## src/rtl/xbutton_ctrl.sv

```systemverilog
// Push-button peripheral: synchronises and debounces raw buttons, latches press
// events in sticky flags and a saturating counter, and raises a maskable interrupt.
module xbutton_ctrl #(
    parameter int N_BTN        = 2,
    parameter int DEBOUNCE_CYC = 1000,
    parameter int CNT_W        = 8
) (
    input  logic             clk,
    input  logic             rst,
    input  logic             sel,
    input  logic             we,
    input  logic [1:0]       addr,
    input  logic [31:0]      data_in,
    output logic [31:0]      data_out,
    input  logic [N_BTN-1:0] btn_raw,
    output logic [N_BTN-1:0] btn_state,
    output logic             irq
);

    localparam int                DB_W    = $clog2(DEBOUNCE_CYC);
    localparam logic [DB_W-1:0]   DB_LAST = DB_W'(DEBOUNCE_CYC - 1);
    localparam logic [CNT_W-1:0]  CNT_MAX = '1;

    logic [N_BTN-1:0] r_sync1;
    logic [N_BTN-1:0] r_sync2;
    logic [N_BTN-1:0] r_stable;
    logic [N_BTN-1:0] r_pressed;
    logic [N_BTN-1:0] r_irqEn;
    logic [DB_W-1:0]  r_dbCnt [N_BTN];
    logic [CNT_W-1:0] r_count;
    logic             r_irq;

    logic [N_BTN-1:0] w_stableNext;
    logic [DB_W-1:0]  w_dbCntNext [N_BTN];
    logic [N_BTN-1:0] w_rise;
    logic [N_BTN-1:0] w_w1cMask;
    logic [3:0]       w_riseCount;
    logic [CNT_W+3:0] w_countSum;
    logic             w_wrPressed;
    logic             w_wrCount;
    logic             w_wrIrqEn;
    logic             w_unusedData;

    assign w_wrPressed  = sel & we & (addr == 2'd1);
    assign w_wrCount    = sel & we & (addr == 2'd2);
    assign w_wrIrqEn    = sel & we & (addr == 2'd3);
    assign w_w1cMask    = w_wrPressed ? data_in[N_BTN-1:0] : '0;
    assign w_unusedData = ^data_in[31:N_BTN];

    // Counter runs only while the synchronised input disagrees with the stable level;
    // any agreement (including a bounce back) restarts the qualification window.
    always_comb begin
        w_stableNext = r_stable;
        for (int i = 0; i < N_BTN; i++) begin
            w_dbCntNext[i] = '0;
            if (r_sync2[i] != r_stable[i]) begin
                if (r_dbCnt[i] == DB_LAST) begin
                    w_stableNext[i] = r_sync2[i];
                end else begin
                    w_dbCntNext[i] = r_dbCnt[i] + 1'b1;
                end
            end
        end
    end

    assign w_rise = w_stableNext & ~r_stable;

    always_comb begin
        w_riseCount = '0;
        for (int i = 0; i < N_BTN; i++) begin
            w_riseCount = w_riseCount + 4'(w_rise[i]);
        end
        w_countSum = {4'b0, r_count} + {{CNT_W{1'b0}}, w_riseCount};
    end

    always_ff @(posedge clk or negedge rst) begin
        if (!rst) begin
            r_sync1   <= '0;
            r_sync2   <= '0;
            r_stable  <= '0;
            r_pressed <= '0;
            r_irqEn   <= '0;
            r_count   <= '0;
            r_irq     <= 1'b0;
            for (int i = 0; i < N_BTN; i++) begin
                r_dbCnt[i] <= '0;
            end
        end else begin
            r_sync1  <= btn_raw;
            r_sync2  <= r_sync1;
            r_stable <= w_stableNext;
            for (int i = 0; i < N_BTN; i++) begin
                r_dbCnt[i] <= w_dbCntNext[i];
            end
            // A new rise overrides a same-cycle W1C so no press is ever lost.
            r_pressed <= (r_pressed & ~w_w1cMask) | w_rise;
            if (w_wrCount) begin
                r_count <= '0;
            end else if (w_countSum > {4'b0, CNT_MAX}) begin
                r_count <= CNT_MAX;
            end else begin
                r_count <= w_countSum[CNT_W-1:0];
            end
            if (w_wrIrqEn) begin
                r_irqEn <= data_in[N_BTN-1:0];
            end
            r_irq <= |(r_pressed & r_irqEn);
        end
    end

    always_comb begin
        data_out = '0;
        if (sel) begin
            case (addr)
                2'd0:    data_out[N_BTN-1:0] = r_stable;
                2'd1:    data_out[N_BTN-1:0] = r_pressed;
                2'd2:    data_out[CNT_W-1:0] = r_count;
                default: data_out[N_BTN-1:0] = r_irqEn;
            endcase
        end
    end

    assign btn_state = r_stable;
    assign irq       = r_irq;

endmodule

```

## config.mk

```make
export PLATFORM = sky130hd
export DESIGN_NAME = xbutton_ctrl
export DESIGN_NICKNAME = d
export VERILOG_FILES = /design/src/rtl/xbutton_ctrl.sv
export SDC_FILE = /design/constraint.sdc
export NUM_CORES = 1
export LEC_CHECK = 0
export BUFFER_PORTS_ARGS = -buffer_cell sky130_fd_sc_hd__buf_2
export CAP_MARGIN = 30
export CELL_PAD_IN_SITES_DETAIL_PLACEMENT = 1
export CELL_PAD_IN_SITES_GLOBAL_PLACEMENT = 2
export CORE_ASPECT_RATIO = 0.8
export CORE_MARGIN = 4
export CORE_UTILIZATION = 29
export CTS_BUF_LIST = sky130_fd_sc_hd__clkbuf_16
export DETAILED_ROUTE_END_ITERATION = 10
export GPL_ROUTABILITY_DRIVEN = 0
export PLACE_DENSITY_LB_ADDON = 0.1
export SLEW_MARGIN = 20
export SYNTH_ARGS = -nofsm -noshare
export SYNTH_HDL_FRONTEND = slang
export SYNTH_SLANG_ARGS = --single-unit
export TNS_END_PERCENT = 1
```

## constraint.sdc

```tcl
create_clock -name clk -period 3.8 [get_ports clk]
set_clock_uncertainty 0.05 [all_clocks]
set_input_delay 0.38 -clock clk [delete_from_list [all_inputs] [get_ports clk]]
set_output_delay 0.38 -clock clk [all_outputs]
set_load 0.1 [all_outputs]
```

# Yosys cells after proc, flatten, opt, wreduce, memory -nomap -nowiden
# Index checks and enable logic that the tools add are counted.
# classes
n_addsub,4
n_lt_le_gt_ge,1
eq_ne,7
n_mux,14
bitwise,10
n_reduce_logical,2
# ops
op,n
10-bit 2-to-1 mux,4
8-bit 2-to-1 mux,3
10-bit by 1-bit adder with 10-bit output (second input constant),2
10-bit == test (second input constant),2
8-bit by 2-bit adder with 9-bit output,1
9-bit by 8-bit > comparator with 1-bit output (second input constant),1
2-bit bitwise AND,3
6-bit 2-to-1 mux,1
2-bit case mux with 3 select lines,1
1-bit bitwise AND,4
2-bit == test (second input constant),2
1-bit 2-to-1 mux,4
2-bit NOT,2
1-bit by 1-bit adder with 2-bit output,1
2-bit by 1-bit == test with 1-bit output (second input constant),1
2-bit zero test,1
2-bit 2-to-1 mux,1
1-bit inequality test,2
2-bit bitwise OR,1
2-bit OR reduction,1
# totals
reg_bits,39
in_bits,40
output_inout_bits,35
elab_cells,47

# Depth between registers and ports, before layout
# depth
depth_word,9
mapped_depth,9
depth_no_buf,9

# Worst setup path before layout
# OpenSTA, ideal clock, no wires.
# synth_path
path_type,reg2reg
startpoint,"reg r_stable[1], in the netlist btn_state[1]"
endpoint,reg r_count[0]
setup_time_ps,78
t_arrival_ps,2870
path_slack_ps,802
path_stages_with_launch,9
path_buffers,0
period_less_slack_ps,2998
cell_sequence,dfrtp_1 > nand2b_1 > or4_2 > fa_1 > inv_1 > ha_1 > and3_1 > nand3_1 > a21oi_1
# synth_via
elab_chain_cells,8
word_cells_on_any_way,10
cone_classes,add/sub: 2; order compare: 1; eq/ne: 1; mux: 4; bitwise: 2
# synth_rtl
item,line_no,rtl
start: declaration,26,logic [N_BTN-1:0] r_stable;
start signal: assignment,91,r_stable <= w_stableNext;
1-bit 2-to-1 mux or 1-bit inequality test (tied branches),"57, 56",
1-bit 2-to-1 mux,56,if (r_sync2[i] != r_stable[i]) begin
2-bit bitwise AND (*),66,assign w_rise = w_stableNext & ~r_stable;
1-bit by 1-bit adder with 2-bit output (*),71,w_riseCount = w_riseCount + 4'(w_rise[i]);
8-bit by 2-bit adder with 9-bit output (*),73,"w_countSum = {4'b0, r_count} + {{CNT_W{1'b0}}, w_riseCount};"
9-bit by 8-bit > comparator with 1-bit output,99,"end else if (w_countSum > {4'b0, CNT_MAX}) begin"
8-bit 2-to-1 mux (*),99,
8-bit 2-to-1 mux (*),97,if (w_wrCount) begin
end signal: assignment,102,r_count <= w_countSum[CNT_W-1:0];
end: declaration,30,logic [CNT_W-1:0] r_count;
# Every way passes the cells marked *; elsewhere a longest branch is shown, timed or not.
# A chain may end at the register's enable or synchronous reset.

# Worst setup path after layout
# layout_path
startpoint,reg r_dbCnt[0] in the netlist's numbering
endpoint,reg r_count[0]
# layout_via
elab_chain_cells,9
# layout_rtl
item,line_no,rtl
start: declaration,29,logic [DB_W-1:0] r_dbCnt [N_BTN];
start signal: indexed assignment,93,r_dbCnt[i] <= w_dbCntNext[i];
10-bit == test (*),57,if (r_dbCnt[i] == DB_LAST) begin
1-bit 2-to-1 mux (*),57,
1-bit 2-to-1 mux (*),56,
2-bit bitwise AND (*),66,
1-bit by 1-bit adder with 2-bit output (*),71,
8-bit by 2-bit adder with 9-bit output (*),73,
9-bit by 8-bit > comparator with 1-bit output,99,
8-bit 2-to-1 mux (*),99,
8-bit 2-to-1 mux (*),97,
# Marks and branches as above.

==> impl_metrics.env <==
export IMPL_final_net_count=277
export IMPL_report_power_total_mw=1.19
export IMPL_synth_avg_cell_area_sq_um=10.1
export IMPL_floorplan_core_area_sq_um=6960
export IMPL_drt_first_pass_iters=4
export IMPL_synth_ff_latch_count=39
export IMPL_globalRouteMet2Util_pct=18.1
export IMPL_main_flop_type_after_synthesis="dfrtp_1"
export IMPL_critical_path_slowest_cell="or4_2"
export IMPL_die_w_um=103
export IMPL_yosys_top_cells_area="dfrtp_1, buf_4, a21oi_1"
export IMPL_worst_hold_path_type="in -> async"
export IMPL_clock_network_fraction_of_total_power_pct=45.0
export IMPL_setup_viol=0
export IMPL_max_slew_margin_rel_pct=41.7
export IMPL_power_leakage_nw=1.11
export IMPL_global_route_usage_total_pct=11.6
export IMPL_timing_max_cap_violations=0
export IMPL_hold_buf_cts=0
export IMPL_final_antenna_net_count=0
export IMPL_initial_core_util_pct=30.1
export IMPL_grt_antenna_before_repair=0
export IMPL_tritoncts_num_buffers=5
export IMPL_clock_insertion_delay_worst_skew_ns=0.28
export IMPL_synth_top_cell_by_area="dfrtp_1"
export IMPL_setup_tns_final_ns=0
export IMPL_power_density_nw_per_um2=491
export IMPL_crit_path_max_incr_delay_ns=0.70
export IMPL_met3_usage_pct=2.92
export IMPL_final_max_slew_violation_count=0
export IMPL_outcome="completed"
export IMPL_setup_worst_path_class="reg -> reg"
export IMPL_clock_path_buffers=2
export IMPL_worstSetupStartpointType="register"
export IMPL_synthDistinctLibCells=39
export IMPL_ctsHtreeMaxLevel=2
export IMPL_insertedDiodeCount=0
export IMPL_worstPathCellList="ha_1 > nand4_2 > or4_2 > fa_1 > inv_1 > ha_1 > and3_1 > nand3_1 > a21oi_1"
export IMPL_die_y_um=84.0
export IMPL_setup_repair_after_global_routing_missed_its_margin="false"
export IMPL_path_clk_slew_ns=0.06
export IMPL_synthesized_netlist_cell_count=207
export IMPL_post_drt_wl_per_cell_um=14.4
export IMPL_num_fill_cells=795
export IMPL_cp_common_cell="ha_1"
export IMPL_critPathArrivalTime_ns=3.20
export IMPL_worst_setup_path_end_kind="register"
export IMPL_synth_seq_area_share_pct=46.7
export IMPL_cts_repair_timing_setup_buffer_count=0
export IMPL_synth_async_sr_flop_share_pct=100
export IMPL_multi_input_area_sq_um=977
export IMPL_grtUsageMet1_pct=15.8
export IMPL_drtIter0Drc=29
export IMPL_via_count=1520
export IMPL_detail_route_vias_per_cell=4.74
export IMPL_floorplan_die_area_sq_um=8650
export IMPL_final_layout_size_suffix_gt1_share_pct=15.4
export IMPL_layout_worst_path_cycle_share_pct=80.3
export IMPL_io_buffers=20
export IMPL_critical_path_peak_fanout=6
export IMPL_boundaryPins=75
export IMPL_logic_pwr_share_pct=16.6
export IMPL_cts_sink_count=39
export IMPL_final_hold_fails=0
export IMPL_clock_fmax_ghz=0.328
export IMPL_cp_data_required_time_ns=3.95
export IMPL_grt_start_max_net_pins=40
export IMPL_switching_share_pct=29.3
export IMPL_post_synth_instance_area_sq_um=2090
export IMPL_post_dp_hpwl_um=3430
export IMPL_grt_first_pass_wirelength_um=7860
export IMPL_global_route_overflow_total=0
export IMPL_share_seq_of_total_power_pct=38.4
export IMPL_core_rowCount=27
export IMPL_tritoncts="yes"
export IMPL_synth_enable_flop_cells=0
export IMPL_clockRootBuffer="clkbuf_16"
export IMPL_internal_power_mw=0.841
export IMPL_number_of_gates_resized_after_cts=0
export IMPL_ys_warn_count=0
export IMPL_irDropWorstVdd_mv=0.214
export IMPL_seqCellArea_sq_um=976
export IMPL_busiest_layer="met2"
export IMPL_finalWorstPathRequiredPeriod_ns=3.05
export IMPL_area_growth_syn_to_layout_pct=15.7
export IMPL_net_switching_power_mw=0.348
export IMPL_drt_drc_violations_left=0
export IMPL_synth_top_area_share_pct=46.7
export IMPL_vias_in_the_first_global_route=1546
export IMPL_tightestPinTransition_ns=0.868
export IMPL_finalWirelength_um=4630
-- cells in the final DEF, fill, tap and decap left out, types with 4 or more instances in the layout --
cell,n
inv_1,11
nand4b_1,4
dfrtp_1,39
nand3_1,10
o31ai_1,5
conb_1,24
clkbuf_16,5
nand2_1,9
xor2_1,7
nand4_1,4
a21oi_1,16
or4_1,4
o21ai_0,12
buf_2,21
or3_1,8
nor2_1,8
and2_1,10
xnor2_1,5
-- flip-flops by register name, summed over array words and instances (netlist names) --
register and count:
r_dbCnt 20, r_count 8, r_pressed 2, btn_state 2
r_sync1 2, r_sync2 2, r_irqEn 2, irq 1
-- cells by family (layout without fill, tap and decap cells) --
group | after synthesis | count (layout) | synth area share, %
DFF | 39 | 39 | 46.7
and+or+nand+nor | 74 | 74 | 21.5
buffers and inverters | 36 | 40 | 10.8
AOI/OAI and AO/OA | 37 | 37 | 9.87
adders and majority gates | 4 | 4 | 2.75
other | 1 | 24 | 0.179
muxes | 4 | 4 | 3.23
xor gates and xnor gates | 12 | 12 | 5.02
-- power by group through the flow --
stage / clock [mW] / combinational, mW / sequential, mW
final: 0.535 / 0.197 / 0.457
after global routing: 0.576 / 0.208 / 0.460
after CTS: 0.553 / 0.195 / 0.457
after detailed placement: 0 / 0.195 / 0.464
after global placement: 0 / 0.192 / 0.464
after floorplan: 0 / 0.171 / 0.473
-- critical path: cells and delay by family (launching register included) --
kind / cells / cell delay [ns]
AND/OR/NAND/NOR: 4 / 1.37
adder cells (fa/ha/maj): 3 / 0.87
flip-flops: 1 / 0.39
AO/OA/AOI/OAI: 1 / 0.21
buffers and inverters: 1 / 0.07
-- cells in the mapped netlist, drive strengths merged, types with 2 or more instances --
library cell	number
mux4	2
and3	4
o31ai	5
buf	24
nor2	8
mux2	2
nand4b	4
nand4	5
inv	10
xnor2	5
and2	10
a31oi	2
or4	5
a21oi	16
nand2	9
xor2	7
ha	3
o21ai	12
nor3	2
clkbuf	2
dfrtp	39
or3	9
nand2b	2
nand3	10
-- final cells by class --
type / count / area share, %
Tap cell: 87 / 4.50
Clock inverter: 3 / 2.64
Inverter: 10 / 1.55
Timing Repair Buffer: 22 / 5.48
Clock buffer: 5 / 5.17
Sequential cell: 39 / 40.3
Multi-Input combinational cell: 155 / 40.4
-- final timing paths --
check | slack [ns] | to | start | depth (start not counted)
max | 0.75 | r_count[0] | r_dbCnt[0] | 9
min | 0.02 | r_dbCnt[15] | rst | 1
max reg2reg | 0.75 | r_count[0] | r_dbCnt[0] | 9
min reg2reg | 0.31 | r_sync2[1] | r_sync1[1] | 0
max in group asynchronous | 3.20 | r_count[6] | rst | 2
min in group clk | 0.16 | r_sync1[1] | btn_raw[1] | 1
-- routing by layer --
| layer | share of wire [%] | up-vias |
|---|---|---|
| li1 | - | 733 |
| met1 | 47 | 750 |
| met2 | 48 | 33 |
| met3 | 4.3 | 4 |
| met4 | 0.86 | 0 |
| met5 | 0 | - |
-- metrics by stage --
step | hold slack, ns | utilization, % | setup WS (ns) | instance area, sq um | instances
after detailed placement | 0.299 | 31.7 | 0.758 | 2200 | 312
after floorplan | 0.0344 | - | 0.802 | 2180 | 230
final | 0.0164 | 34.8 | 0.748 | 2420 | 321
after global placement | 0.286 | 31.6 | 0.797 | 2200 | 311
after CTS | 0.150 | 34.4 | 0.741 | 2390 | 320
after global routing | 0.0526 | 34.8 | 0.532 | 2420 | 321
Note: power is estimated with default switching activity, not from simulation.
